## src/rtl/step_control_unit.sv

```systemverilog
// ---------------------------------------------------------------------------
// step_control_unit
//   Control unit for a simple 9-bit multicycle processor. It consumes the step
//   count from an external 3-bit step counter, holds the instruction register
//   and decodes the current instruction into datapath enables. It also drives
//   the counter's synchronous Clear, so every instruction ends back at T0.
//
//   Instruction word: III XXX YYY
//     000 mv  Rx,Ry   001 mvi Rx,#D   010 add Rx,Ry   011 sub Rx,Ry
//     1xx undefined, executed as a NOP
//
// Ports
//   Clock   in   system clock, rising edge
//   Resetn  in   asynchronous active-low reset
//   Run     in   start request, sampled only at T0
//   DIN     in   instruction word at T0, immediate data at T1 of mvi
//   Tstep   in   current step from the step counter
//   IR      out  registered instruction
//   IRin    out  IR load strobe
//   Rout    out  one-hot register-to-bus select
//   Rin     out  one-hot register load enable
//   Ain     out  load A
//   Gin     out  load G
//   Gout    out  G drives the bus
//   DINout  out  DIN drives the bus
//   AddSub  out  ALU op, 0 = add, 1 = sub
//   Done    out  last step of the instruction
//   Clear   out  synchronous clear request to the step counter
// ---------------------------------------------------------------------------
module step_control_unit #(
  parameter int DATA_W   = 9,
  parameter int NUM_REGS = 8
) (
  input  logic                Clock,
  input  logic                Resetn,
  input  logic                Run,
  input  logic [DATA_W-1:0]   DIN,
  input  logic [2:0]          Tstep,
  output logic [DATA_W-1:0]   IR,
  output logic                IRin,
  output logic [NUM_REGS-1:0] Rout,
  output logic [NUM_REGS-1:0] Rin,
  output logic                Ain,
  output logic                Gin,
  output logic                Gout,
  output logic                DINout,
  output logic                AddSub,
  output logic                Done,
  output logic                Clear
);

  typedef enum logic [2:0] {
    OP_MV  = 3'b000,
    OP_MVI = 3'b001,
    OP_ADD = 3'b010,
    OP_SUB = 3'b011
  } opcode_t;

  logic [DATA_W-1:0]   r_ir;
  logic [2:0]          w_op;
  logic [2:0]          w_x;
  logic [2:0]          w_y;
  logic [NUM_REGS-1:0] w_x_sel;
  logic [NUM_REGS-1:0] w_y_sel;
  logic                w_is_alu;
  logic                w_ir_load;

  assign w_op     = r_ir[8:6];
  assign w_x      = r_ir[5:3];
  assign w_y      = r_ir[2:0];
  assign w_x_sel  = NUM_REGS'(1) << w_x;
  assign w_y_sel  = NUM_REGS'(1) << w_y;
  assign w_is_alu = (w_op == OP_ADD) || (w_op == OP_SUB);

  // The flop enable is kept free of Resetn: while reset is asserted the flop is
  // held cleared anyway, and the exported IRin is gated separately below.
  assign w_ir_load = (Tstep == 3'd0) && Run;

  always_ff @(posedge Clock or negedge Resetn) begin
    if (!Resetn) begin
      r_ir <= '0;
    end else if (w_ir_load) begin
      r_ir <= DIN;
    end
  end

  assign IR = r_ir;

  always_comb begin
    IRin   = 1'b0;
    Rout   = '0;
    Rin    = '0;
    Ain    = 1'b0;
    Gin    = 1'b0;
    Gout   = 1'b0;
    DINout = 1'b0;
    AddSub = 1'b0;
    Done   = 1'b0;
    Clear  = 1'b0;

    // Reset gates every enable combinationally, so an aborted instruction
    // cannot write the datapath after Resetn falls.
    if (!Resetn) begin
      Clear = 1'b1;
    end else begin
      unique case (Tstep)
        3'd0: begin
          if (Run) IRin  = 1'b1;
          else     Clear = 1'b1;
        end
        3'd1: begin
          case (w_op)
            OP_MV: begin
              Rout  = w_y_sel;
              Rin   = w_x_sel;
              Done  = 1'b1;
              Clear = 1'b1;
            end
            OP_MVI: begin
              DINout = 1'b1;
              Rin    = w_x_sel;
              Done   = 1'b1;
              Clear  = 1'b1;
            end
            OP_ADD, OP_SUB: begin
              Rout = w_x_sel;
              Ain  = 1'b1;
            end
            default: begin
              Done  = 1'b1;
              Clear = 1'b1;
            end
          endcase
        end
        3'd2: begin
          if (w_is_alu) begin
            Rout   = w_y_sel;
            Gin    = 1'b1;
            AddSub = (w_op == OP_SUB);
          end else begin
            Clear = 1'b1;
          end
        end
        3'd3: begin
          if (w_is_alu) begin
            Gout  = 1'b1;
            Rin   = w_x_sel;
            Done  = 1'b1;
            Clear = 1'b1;
          end else begin
            Clear = 1'b1;
          end
        end
        // Steps 4..7 only appear if the counter is corrupted: recover to T0.
        default: begin
          Clear = 1'b1;
        end
      endcase
    end
  end

endmodule
```

## config.mk

```make
export PLATFORM = sky130hd
export DESIGN_NAME = step_control_unit
export DESIGN_NICKNAME = d
export VERILOG_FILES = /design/src/rtl/step_control_unit.sv
export SDC_FILE = /design/constraint.sdc
export NUM_CORES = 1
export LEC_CHECK = 0
export CORE_UTILIZATION = 37
export DETAILED_ROUTE_END_ITERATION = 8
export GPL_TIMING_DRIVEN = 0
export PLACE_DENSITY = 0.8
export SLEW_MARGIN = 5
export SYNTH_ARGS = -nofsm -noshare
export SYNTH_HDL_FRONTEND = slang
export SYNTH_SLANG_ARGS = --single-unit
```

## constraint.sdc

```tcl
create_clock -name Clock -period 2.7 [get_ports Clock]
set_clock_uncertainty 0.05 [all_clocks]
set_input_delay 0.54 -clock Clock [delete_from_list [all_inputs] [get_ports Clock]]
set_output_delay 0.54 -clock Clock [all_outputs]
set_load 0.05 [all_outputs]
```

==> summary.md, run 1 <==
| Metric | Value |
|---|---|
| Outcome | complete, no violations |
| Synthesized area per cell | 8.64 sq um |
| Fmax | ~0.38 GHz |
| Synthesis-to-finish area growth | 73.9% |
| Final non-filler cell total | 158 |
| P per Cell Area | between 500 and 600 nW/um^2 |
| Main combinational cell family by area after synthesis | simple AND/OR/NAND/NOR gates |
| Reg-to-reg setup timing slack | 1.69 ns |
| Final hold viol count | 0 |
| Number of nets in the synthesized netlist | 97 |
| Total track usage | just over 20% |
| Site Rows | 15 |
| Worst path buffer plus inverter count | 2 |
| Final number of setup-violating endpoints | 0 |
| Horizontal die dimension | around 46 um |
| Xor and xnor area share after synthesis | 1.24% |
| Total overflow reported by the global router | 0 |
| Critical-path top delay cell | sky130_fd_sc_hd__or3b_4 |
| Starting density of the core | 40.1% |
| TritonCTS buffer count | 3 |
| Number of nets with antenna violations after routing | 0 |
| Startpoint kind of the worst setup timing path | input pin |
| Worst R2R End | IR[2] |
| Count of pins on the block boundary | 48 |
| Vias after detailed routing | slightly above 800 |
| Arrival time of data at the critical path endpoint | about 2.0 ns |
| Clock net sink count | 9 |
| Capturing element type of the critical path | output port |
| Routed length per placed instance | 12.9 um |
| Proportion of register bits with asynchronous set or reset after synthesis | 100% |
| Count of flip-flops with a built-in enable after synthesis | 0 |
| Final period demand of the worst path | around 2.6 ns |
| Compound-gate portion of the synthesized area | 14.1% |
| Total Die Area | 2090 sq um |
| Length of routed wiring on met1 | 849 um |
| Multi-input logic area | slightly below 500 sq um |
| Fraction of the mapped netlist area in adder cells | 0% |
| Transition time of the tightest slew-check pin | ~0.53 ns |
| Flop and latch count out of synthesis | 9 |
| Area fraction in and, or, nand and nor cells after synthesis | between 30% and 40% |
| Number of max-cap violations | 0 |
| Number of buffers added on ports | 47 |
| Clock tree from TritonCTS | built |
| Number of vias per cell | about 5.1 |
| Leakage | slightly above 0.5 nW |
| Number of global-route vias before repair | between 600 and 700 |
| Number of filler instances in the final layout | 152 |
| Final count of pins violating max slew | 0 |
| Reg-to-Reg Start | IR[2] |
| Maximum fanout along the worst path | 14 |
| Worst-path clk slew | around 0.060 ns |
| RD Place Congestion | 0.740 |
| Required time reported for the critical path endpoint | 2.11 ns |
| CTS root buffer | sky130_fd_sc_hd__clkbuf_4 |
| Stages on the worst setup path | 5 |
| Max FFs per register | 9 |
| Std-Cell Core Area | ~1800 sq um |
| First-pass detailed-route iteration total | 4 |
| Cell count of the worst reg-to-reg path | 2 |
| Top FF cell, synth | sky130_fd_sc_hd__dfrtp_1 |
| Setup repair after global routing missed its margin | false |
| Initial antenna violation count | 0 |
| Maximum count of clock buffers along a single path | 2 |
| First-pass GRT wire length | roughly 3000 um |
| Die Ht | 45.8 um |
| Utilization after layout | 69.8% |
| Layout cells sized above 1 | between 30% and 40% |
| DRT iter0 DRCs | 13 |
| Highest routing layer actually used | met4 |
| DRC viols | 0 |
| Placed cell count | about 150 |
| Metal3 WL | between 100 and 150 um |
| Cell chain of the critical path | clkdlybuf4s15_2 -> or3b_4 -> a2bb2oi_4 -> o32ai_2 -> buf_6 |
| Max VDD drop | 393 uV |
| Post-route fraction of the period consumed by the critical path | 97.3% |
| Count of cell types in the netlist | 28 |
| Worst hold-check path type | in2async |
| Area of all sequential standard cells | between 200 and 250 sq um |
| Pin count of the biggest net entering global routing | 15 |
| Later-pin clock latency in the skew report | 0.25 ns |
| Count of nets after finishing | approximately 150 |
| Cell family contributing the most delay on the critical path | buffers and inverters |
| H-tree depth | 1 |
| Antenna diodes | 0 |
| Slew margin rel. | roughly two thirds |
| Final WL | 2030 um |
| Post-synth design cell area | roughly 710 sq um |
| Yosys warning total | 0 |
| Mapped Cells | 82 |
| Max incr delay on CP | 0.45 ns |
| Mux share of post-synthesis cell area | between 10% and 20% |
| Share of synthesized area occupied by flip-flops and latches | about a third |
| Critical Setup Path Class | in2out |
| Sum of met2 wire segment lengths after detailed routing | approximately 1100 um |
| DP HPWL | approximately 1700 um |
==> cell usage after synthesis, types with 2 or more instances <==
library cell / count / area, sq um
sky130_fd_sc_hd__nor2_1: 12 / 45.0
sky130_fd_sc_hd__dfrtp_1: 9 / 225
sky130_fd_sc_hd__mux2_2: 7 / 78.8
sky130_fd_sc_hd__o22ai_1: 7 / 43.8
sky130_fd_sc_hd__nand2_1: 6 / 22.5
sky130_fd_sc_hd__nand3b_1: 4 / 30.0
sky130_fd_sc_hd__and2_1: 3 / 18.8
sky130_fd_sc_hd__nand2b_1: 3 / 18.8
sky130_fd_sc_hd__nand3_1: 3 / 15.0
sky130_fd_sc_hd__o21ai_0: 3 / 15.0
sky130_fd_sc_hd__a21oi_1: 2 / 10.0
sky130_fd_sc_hd__and3b_1: 2 / 17.5
sky130_fd_sc_hd__inv_1: 2 / 7.51
sky130_fd_sc_hd__nand4_1: 2 / 12.5
sky130_fd_sc_hd__nor2b_1: 2 / 12.5
sky130_fd_sc_hd__or2_2: 2 / 12.5
sky130_fd_sc_hd__or3b_2: 2 / 17.5
==> metrics by stage <==
step | worst slack, ns | TNS, ns | hold WS [ns] | area (sq um) | power, mW
floorplan | 0.0601 | 0 | 0.194 | 711 | 0.436
global placement | -0.998 | -16.45 | 0.518 | 1210 | 0.556
detailed placement | -1.03 | -17.03 | 0.532 | 1210 | 0.563
CTS | -0.0477 | -0.0477 | 0.207 | 1230 | 0.666
global route | 0.000252 | 0 | 0.211 | 1230 | 0.698
finish | 0.0733 | 0 | 0.204 | 1230 | 0.661
==> worst reg2reg max path, stage by stage, from the launching register on <==
cell and delay, ns:
sky130_fd_sc_hd__dfrtp_1 0.37, sky130_fd_sc_hd__buf_1 0.19, sky130_fd_sc_hd__mux2_2 0.29
==> placed cells by master, fill, tap and decap left out, drive strengths merged, types with 4 or more instances in the layout <==
cell type and n:
mux2 7, buf 11, clkdlybuf4s50 19, nand3b 4, o22ai 7, dlygate4sd2 7, nor2 12, nand2 6
clkbuf 4, clkdlybuf4s15 11, dfrtp 9
==> power by group <==
part / internal [mW] / switching, mW / leakage [nW]
clock: 0.0567 / 0.0428 / 0.0150
sequential: 0.164 / 0.0469 / 0.108
combinational: 0.135 / 0.216 / 0.381
==> final cells by class <==
cell class                      count  share of cell area [%]
Multi-Input combinational cell     69                    39.7
Timing Repair Buffer               47                    35.8
Sequential cell                     9                    18.3
Tap cell                           25                    2.54
Clock buffer                        4                    2.13
Buffer                              2                   0.915
Inverter                            2                   0.610
==> logic make-up after synthesis <==
kind of cell	after synthesis
compound gates	14
flops	9
buf+inv	4
simple gates	47
mux	7
xor+xnor	1
==> repair_timing <==
item,CTS,global route
gates cloned,0,0
hold buffers,0,0
pin swaps,1,0
buffers inserted,0,0
resized for setup,87,4
setup endpoints to repair,24,2
==> routing by layer <==
layer | global-route usage (%) | vias up
li1 | - | 402
met1 | 25.6 | 378
met2 | 34.0 | 29
met3 | 3.57 | 2
met4 | 8.82 | 0
met5 | 0 | -
==> how the worst max path moves through the flow <==
stage	startpoint	slack (ns)	endpoint
global route	Resetn	0.0003	Rout[3]
finish	Resetn	0.07	Rout[3]
CTS	Run	-0.05	IRin
detailed placement	Resetn	-1.03	Rout[3]
global placement	Resetn	-1.0	Rout[3]
floorplan	IR[2]	0.06	Rout[1]
(Power assumes the default switching activity.)
==> run 2: changes to the inputs <==
ABC_AREA = 1   (was not set)
CORE_UTILIZATION = 41   (was 37)
PLACE_DENSITY = 0.82   (was 0.8)
==> summary.md, run 2 <==
| Metric | Value |
|---|---|
| Library cell occupying the most area in the post-synthesis netlist | sky130_fd_sc_hd__dfrtp_1 |
| Total Die Area | 2290 sq um |
| Max incr delay on CP | 0.45 ns |
| Synthesized area per cell | 5.60 sq um |
| Critical-path top delay cell | sky130_fd_sc_hd__clkdlybuf4s50_1 |
| DRT iter0 DRCs | 32 |
| Combinational fraction of design power | 54.5% |
| Number of global-route vias before repair | between 900 and 1,000 |
| Transition time of the tightest slew-check pin | ~0.5 ns |
| Clock network fraction of design power | between 10% and 20% |
| Area of all sequential standard cells | roughly 230 sq um |
| Final period demand of the worst path | 2.63 ns |
| H-tree depth | 1 |
| Top FF cell, synth | sky130_fd_sc_hd__dfrtp_1 |
| DRC viols | 0 |
| Final hold viol count | 0 |
| Internal power component | 324 uW |
| RD Place Congestion | roughly 0.85 |
| Top-area cell type share of the netlist area | a little over a quarter |
| Yosys warning total | 0 |
| Sequential share of power | between 20% and 30% |
| Sw Share | about half |
| Vias after detailed routing | approximately 1,200 |
| Final count of pins violating max slew | 0 |
| Initial antenna violation count | 0 |
| Maximum fanout along the worst path | 9 |
| Number of filler instances in the final layout | around 190 |
| Leakage | 0.667 nW |
| Clock tree from TritonCTS | built |
| Commonest non-fill, non-tap cell in the layout | sky130_fd_sc_hd__nand2_1 |
| Final WL | 2780 um |
| Worst hold-check path type | in2async |
| Cell chain of the critical path | clkdlybuf4s50_1 -> inv_1 -> nand3_1 -> nor2_4 -> nand2_1 -> a21oi_1 -> clkbuf_4 |
| Most frequent cell after synthesis | sky130_fd_sc_hd__nand2_1 |
| Proportion of register bits with asynchronous set or reset after synthesis | 100% |
| Layout cells sized above 1 | between 20% and 30% |
| Pin count of the biggest net entering global routing | 14 |
| Critical Setup Path Class | in2out |
| Post-route fraction of the period consumed by the critical path | 97.4% |
| Cell types occupying the most area after synthesis | sky130_fd_sc_hd__dfrtp_1 (26%), sky130_fd_sc_hd__nand2_1 (20%), sky130_fd_sc_hd__nor2_1 (15%) |
| Number of max-cap violations | 0 |
| Antenna diodes | 0 |
| Worst hold slack | 0.223 ns |
| Horizontal die dimension | about 48 um |
| First-pass detailed-route iteration total | 4 |
| Overall power | around 640 uW |
| Flop and latch count out of synthesis | 9 |
| Mapped Cells | 154 |
| Fmax | between 0.3 and 0.4 GHz |
| DP HPWL | about 2200 um |
| Count of nets after finishing | about 220 |
| Power dissipated by switching net loads | ~310 uW |
| Synthesis-to-finish area growth | 55.3% |
| Number of nets in the synthesized netlist | 169 |
| TritonCTS buffer count | 3 |
| P per Cell Area | around 480 nW/um^2 |
| Max FFs per register | 9 |
| Die Ht | 47.9 um |
| Later-pin clock latency in the skew report | roughly 0.25 ns |
| Number of nets with antenna violations after routing | 0 |
| Ranking of synthesized cells by instance count | sky130_fd_sc_hd__nand2_1 (47), sky130_fd_sc_hd__nor2_1 (34), sky130_fd_sc_hd__a21oi_1 (17), sky130_fd_sc_hd__inv_1 (17), sky130_fd_sc_hd__nand3_1 (12) |
| Total track usage | between 20 and 30% |
| Number of vias per cell | about 5.1 |
| Slew margin rel. | about two thirds |
| Post-synth design cell area | 862 sq um |
| Max VDD drop | slightly above 400 uV |
| Count of cell types in the netlist | 19 |
| Startpoint kind of the worst setup timing path | input pin |
| Setup repair after global routing missed its margin | false |
| Share of synthesized area occupied by flip-flops and latches | a little over a quarter |
| Starting density of the core | between 40% and 50% |
| Final number of setup-violating endpoints | 0 |
| Arrival time of data at the critical path endpoint | approximately 2.0 ns |
| Total of hold buffers inserted after clock tree synthesis | 0 |
| Capturing element type of the critical path | output port |
| Total overflow reported by the global router | 0 |
| Outcome | complete, no violations |
| Maximum count of clock buffers along a single path | 2 |
| Commonest cells after routing, fill and taps aside | sky130_fd_sc_hd__nand2_1 (47), sky130_fd_sc_hd__nor2_1 (32), sky130_fd_sc_hd__clkdlybuf4s50_1 (21) |
| First-pass GRT wire length | 4280 um |
| Routed length per placed instance | ~12 um |
| Multi-input logic area | 554 sq um |
| Worst-path clk slew | approximately 0.06 ns |
| Clock net sink count | 9 |
| Count of pins on the block boundary | 48 |
| Std-Cell Core Area | 1960 sq um |
| Required time reported for the critical path endpoint | 2.11 ns |
| CTS root buffer | sky130_fd_sc_hd__clkbuf_4 |
| Site Rows | 16 |
| Number of buffers added on ports | 47 |
| Count of flip-flops with a built-in enable after synthesis | 0 |
-- run 2: final timing paths --
check | start | endpoint | slack (ns) | cells after the start
max | Tstep[2] | Rout[4] | 0.07 | 7
min | Resetn | IR[3] | 0.22 | 1
max reg2reg | IR[5] | IR[5] | 1.70 | 3
min reg2reg | IR[4] | IR[4] | 0.55 | 2
max in group asynchronous | Resetn | IR[2] | 2.12 | 1
min in group Clock | IR[4] | IR[4] | 0.55 | 2
-- run 2: cell type report --
class / instances / area share (%)
buffer: 5 / 2.15
inverter: 19 / 5.51
sequential: 9 / 16.8
tap: 27 / 2.52
multi-input combinational: 121 / 41.4
clock buffer: 4 / 1.96
timing repair buffer: 47 / 29.6
-- run 2: metrics by stage --
stage	util, %	TNS (ns)	std cells	worst slack, ns	area [sq um]
after CTS	70.0	0	232	0.00334	1370
after floorplan	-	0	154	0.101	873
after global placement	70.2	-13.91	228	-0.748	1380
after detailed placement	70.2	-15.52	228	-0.812	1380
after global routing	68.2	0	232	0.00944	1340
final	68.2	0	232	0.0695	1340
-- run 2: critical path, delay by kind of cell --
kind,cells,cell delay (ns)
buffers and inverters,3,0.85
AND/OR/NAND/NOR,3,0.45
AO/OA/AOI/OAI,1,0.19
-- run 2: logic make-up (layout without fill, tap and decap cells) --
logic type / count (synthesis) / in the layout / share of synthesized area [%]
and+or+nand+nor: 100 / 100 / 50.1
buffers and inverters: 24 / 75 / 11.5
AOI/OAI and AO/OA: 21 / 21 / 12.3
DFF: 9 / 9 / 26.1
-- run 2: timing repair --
| item | 4_1_cts | 5_1_grt |
|---|---|---|
| buffers inserted | 0 | 0 |
| resized for setup | 109 | 32 |
| endpoints found under the setup margin | 24 | 21 |
-- run 2: power groups by stage --
stage | Sequential [mW] | Clock, mW | Combinational, mW
floorplan | 0.278 | 0 | 0.141
global placement | 0.191 | 0 | 0.342
detailed placement | 0.192 | 0 | 0.348
CTS | 0.190 | 0.104 | 0.346
global route | 0.194 | 0.113 | 0.373
finish | 0.191 | 0.0999 | 0.348
-- run 2: per-layer routing --
metal  global-route usage [%]  share of wire [%]  wire length, um
met3                     3.02                3.3               91
met5                        0                  0                0
met1                     35.2                 45             1250
met2                     43.8                 51             1410
met4                     12.2               0.83               23
==> run 3: changes to the inputs <==
--- a/constraint.sdc
+++ b/constraint.sdc
@@ -3,3 +3,3 @@
 set_input_delay 0.54 -clock Clock [delete_from_list [all_inputs] [get_ports Clock]]
 set_output_delay 0.54 -clock Clock [all_outputs]
-set_load 0.05 [all_outputs]
+set_load 0.1 [all_outputs]
==> summary.md, run 3 (synthesis results as in run 2) <==
| Metric | Value |
|---|---|
| Outcome | complete, no violations |
| Final number of setup-violating endpoints | 0 |
| DRT iter0 DRCs | between 50 and 60 |
| Cell chain of the critical path | clkdlybuf4s50_1 -> nor2_2 -> nand2_1 -> inv_4 -> nand3_1 -> nand2_2 -> nand2_8 -> nor2_4 -> buf_12 |
| Setup Buffers After CTS | 0 |
| Final WL | 3480 um |
| Number of buffers added on ports | 47 |
| Final count of pins violating max slew | 0 |
| Std-Cell Core Area | around 2000 sq um |
| Count of nets after finishing | 222 |
| Worst-path clk slew | about 0.070 ns |
| Critical Setup Path Class | in2out |
| Cell count of the worst reg-to-reg path | 3 |
| Die Ht | roughly 48 um |
| DP HPWL | 2150 um |
| Setup repair after global routing missed its margin | false |
| Site Rows | 16 |
| Worst hold slack | roughly 0.13 ns |
| Utilization after layout | roughly 90% |
| Number of global-route vias before repair | around 1,100 |
| Reg-to-Reg Start | IR[5] |
| Slew margin rel. | between 30% and 40% |
| Max VDD drop | roughly 490 uV |
| Commonest non-fill, non-tap cell in the layout | sky130_fd_sc_hd__nand2_1 |
| Leakage | just over 0.7 nW |
| Placed cell count | 228 |
| Synthesis-to-finish area growth | 102% |
| Required time reported for the critical path endpoint | around 2.1 ns |
| Final hold viol count | 0 |
| Startpoint kind of the worst setup timing path | input pin |
| Arrival time of data at the critical path endpoint | 2.05 ns |
| Clock tree from TritonCTS | built |
| First-pass detailed-route iteration total | 4 |
| Number of max-cap violations | 0 |
| CTS root buffer | sky130_fd_sc_hd__clkbuf_4 |
| Commonest cells after routing, fill and taps aside | sky130_fd_sc_hd__nand2_1 (45), sky130_fd_sc_hd__nor2_1 (20), sky130_fd_sc_hd__clkdlybuf4s50_1 (20) |
| Total Die Area | between 2000 and 2500 sq um |
| Pin count of the biggest net entering global routing | 14 |
| Count of pins on the block boundary | between 40 and 50 |
| P per Cell Area | 469 nW/um^2 |
| Max FFs per register | 9 |
| TritonCTS buffer count | 3 |
| Transition time of the tightest slew-check pin | a little under 1 ns |
| Fmax | ~0.38 GHz |
| Total of hold buffers inserted after clock tree synthesis | 0 |
| Total track usage | a little over a quarter |
| Post-route fraction of the period consumed by the critical path | a little over nine tenths |
| Cell area after layout | 1740 sq um |
| Maximum fanout along the worst path | 10 |
| Antenna diodes | 0 |
| Worst hold-check path type | in2async |
| DRC viols | 0 |
| Layout cells sized above 1 | a little over a third |
| Start point of the critical path | Tstep[2] |
| H-tree depth | 1 |
| Later-pin clock latency in the skew report | between 0.2 and 0.3 ns |
| Capturing element type of the critical path | output port |
| Placed cell areas | around 1600 sq um |
| Maximum count of clock buffers along a single path | 2 |
| Max incr delay on CP | around 0.43 ns |
| Starting density of the core | 43.9% |
| Initial antenna violation count | 0 |
| Horizontal die dimension | 47.9 um |
| Total overflow reported by the global router | 0 |
| First-pass GRT wire length | about 4400 um |
| Number of vias per cell | between 5 and 6 |
| Clock net sink count | 9 |
| Critical-path top delay cell | sky130_fd_sc_hd__clkdlybuf4s50_1 |
| Number of nets with antenna violations after routing | 0 |
| Routed length per placed instance | ~15 um |
| Final period demand of the worst path | about 2.6 ns |
| Final non-filler cell total | 233 |
| Vias after detailed routing | ~1,300 |
| Overall power | approximately 800 uW |
| RD Place Congestion | around 0.87 |
[run 3: cell types whose count changed in the layout (fill, tap and decap cells not counted), moves of 4 or more]
cell | previous run | this run
sky130_fd_sc_hd__nor2_1 | 32 | 20
sky130_fd_sc_hd__buf_12 | 0 | 11
sky130_fd_sc_hd__nor2_4 | 1 | 11
sky130_fd_sc_hd__buf_2 | 12 | 3
sky130_fd_sc_hd__a21oi_1 | 17 | 9
sky130_fd_sc_hd__a21oi_4 | 0 | 8
sky130_fd_sc_hd__buf_6 | 2 | 7
sky130_fd_sc_hd__dfrtp_1 | 9 | 4
sky130_fd_sc_hd__dfrtp_2 | 0 | 4
[run 3: area by class of cell]
cell class	instances	area, sq um
multi-input cells	122	778
repair buffers	47	568
flip-flops and latches	9	234
fillers	100	218
inverters	19	73.8
well taps	27	33.8
plain buffers	5	30.0
clock buffers	4	26.3
[run 3: worst paths after layout]
kind	end	slack (ns)
max	Rin[6]	0.06
min	IR[7]	0.13
max reg2reg	IR[5]	1.61
min reg2reg	IR[3]	0.55
max in group asynchronous	IR[7]	2.16
min in group Clock	IR[3]	0.55
[run 3: critical path, delay by kind of cell]
family,cells,cell delay (ns)
buffers and inverters,3,0.75
AND/OR/NAND/NOR,6,0.75
[run 3: repair_timing]
item	4_1_cts	5_1_grt
pin swaps	0	1
cloned	0	1
gates resized for setup	177	25
endpoints found under the setup margin	24	19
[run 3: power by group]
group	total (mW)	switching, mW	internal [mW]
clock	0.111	0.0539	0.0572
combinational	0.511	0.394	0.117
sequential	0.196	0.0320	0.164
total	0.818	0.480	0.338
[run 3: metal layers]
metal,GRT usage [%],wire length [um]
met1,31.0,1320
met2,49.2,1830
met3,4.53,248
met4,13.9,81
met5,0,0
[run 3: through the flow]
stage,setup slack [ns],TNS (ns)
floorplan,-0.00868,-0.00868
global route,0.0109,0
global placement,-1.46,-26.57
CTS,-0.0154,-0.0154
detailed placement,-1.49,-27.45
finish,0.0596,0
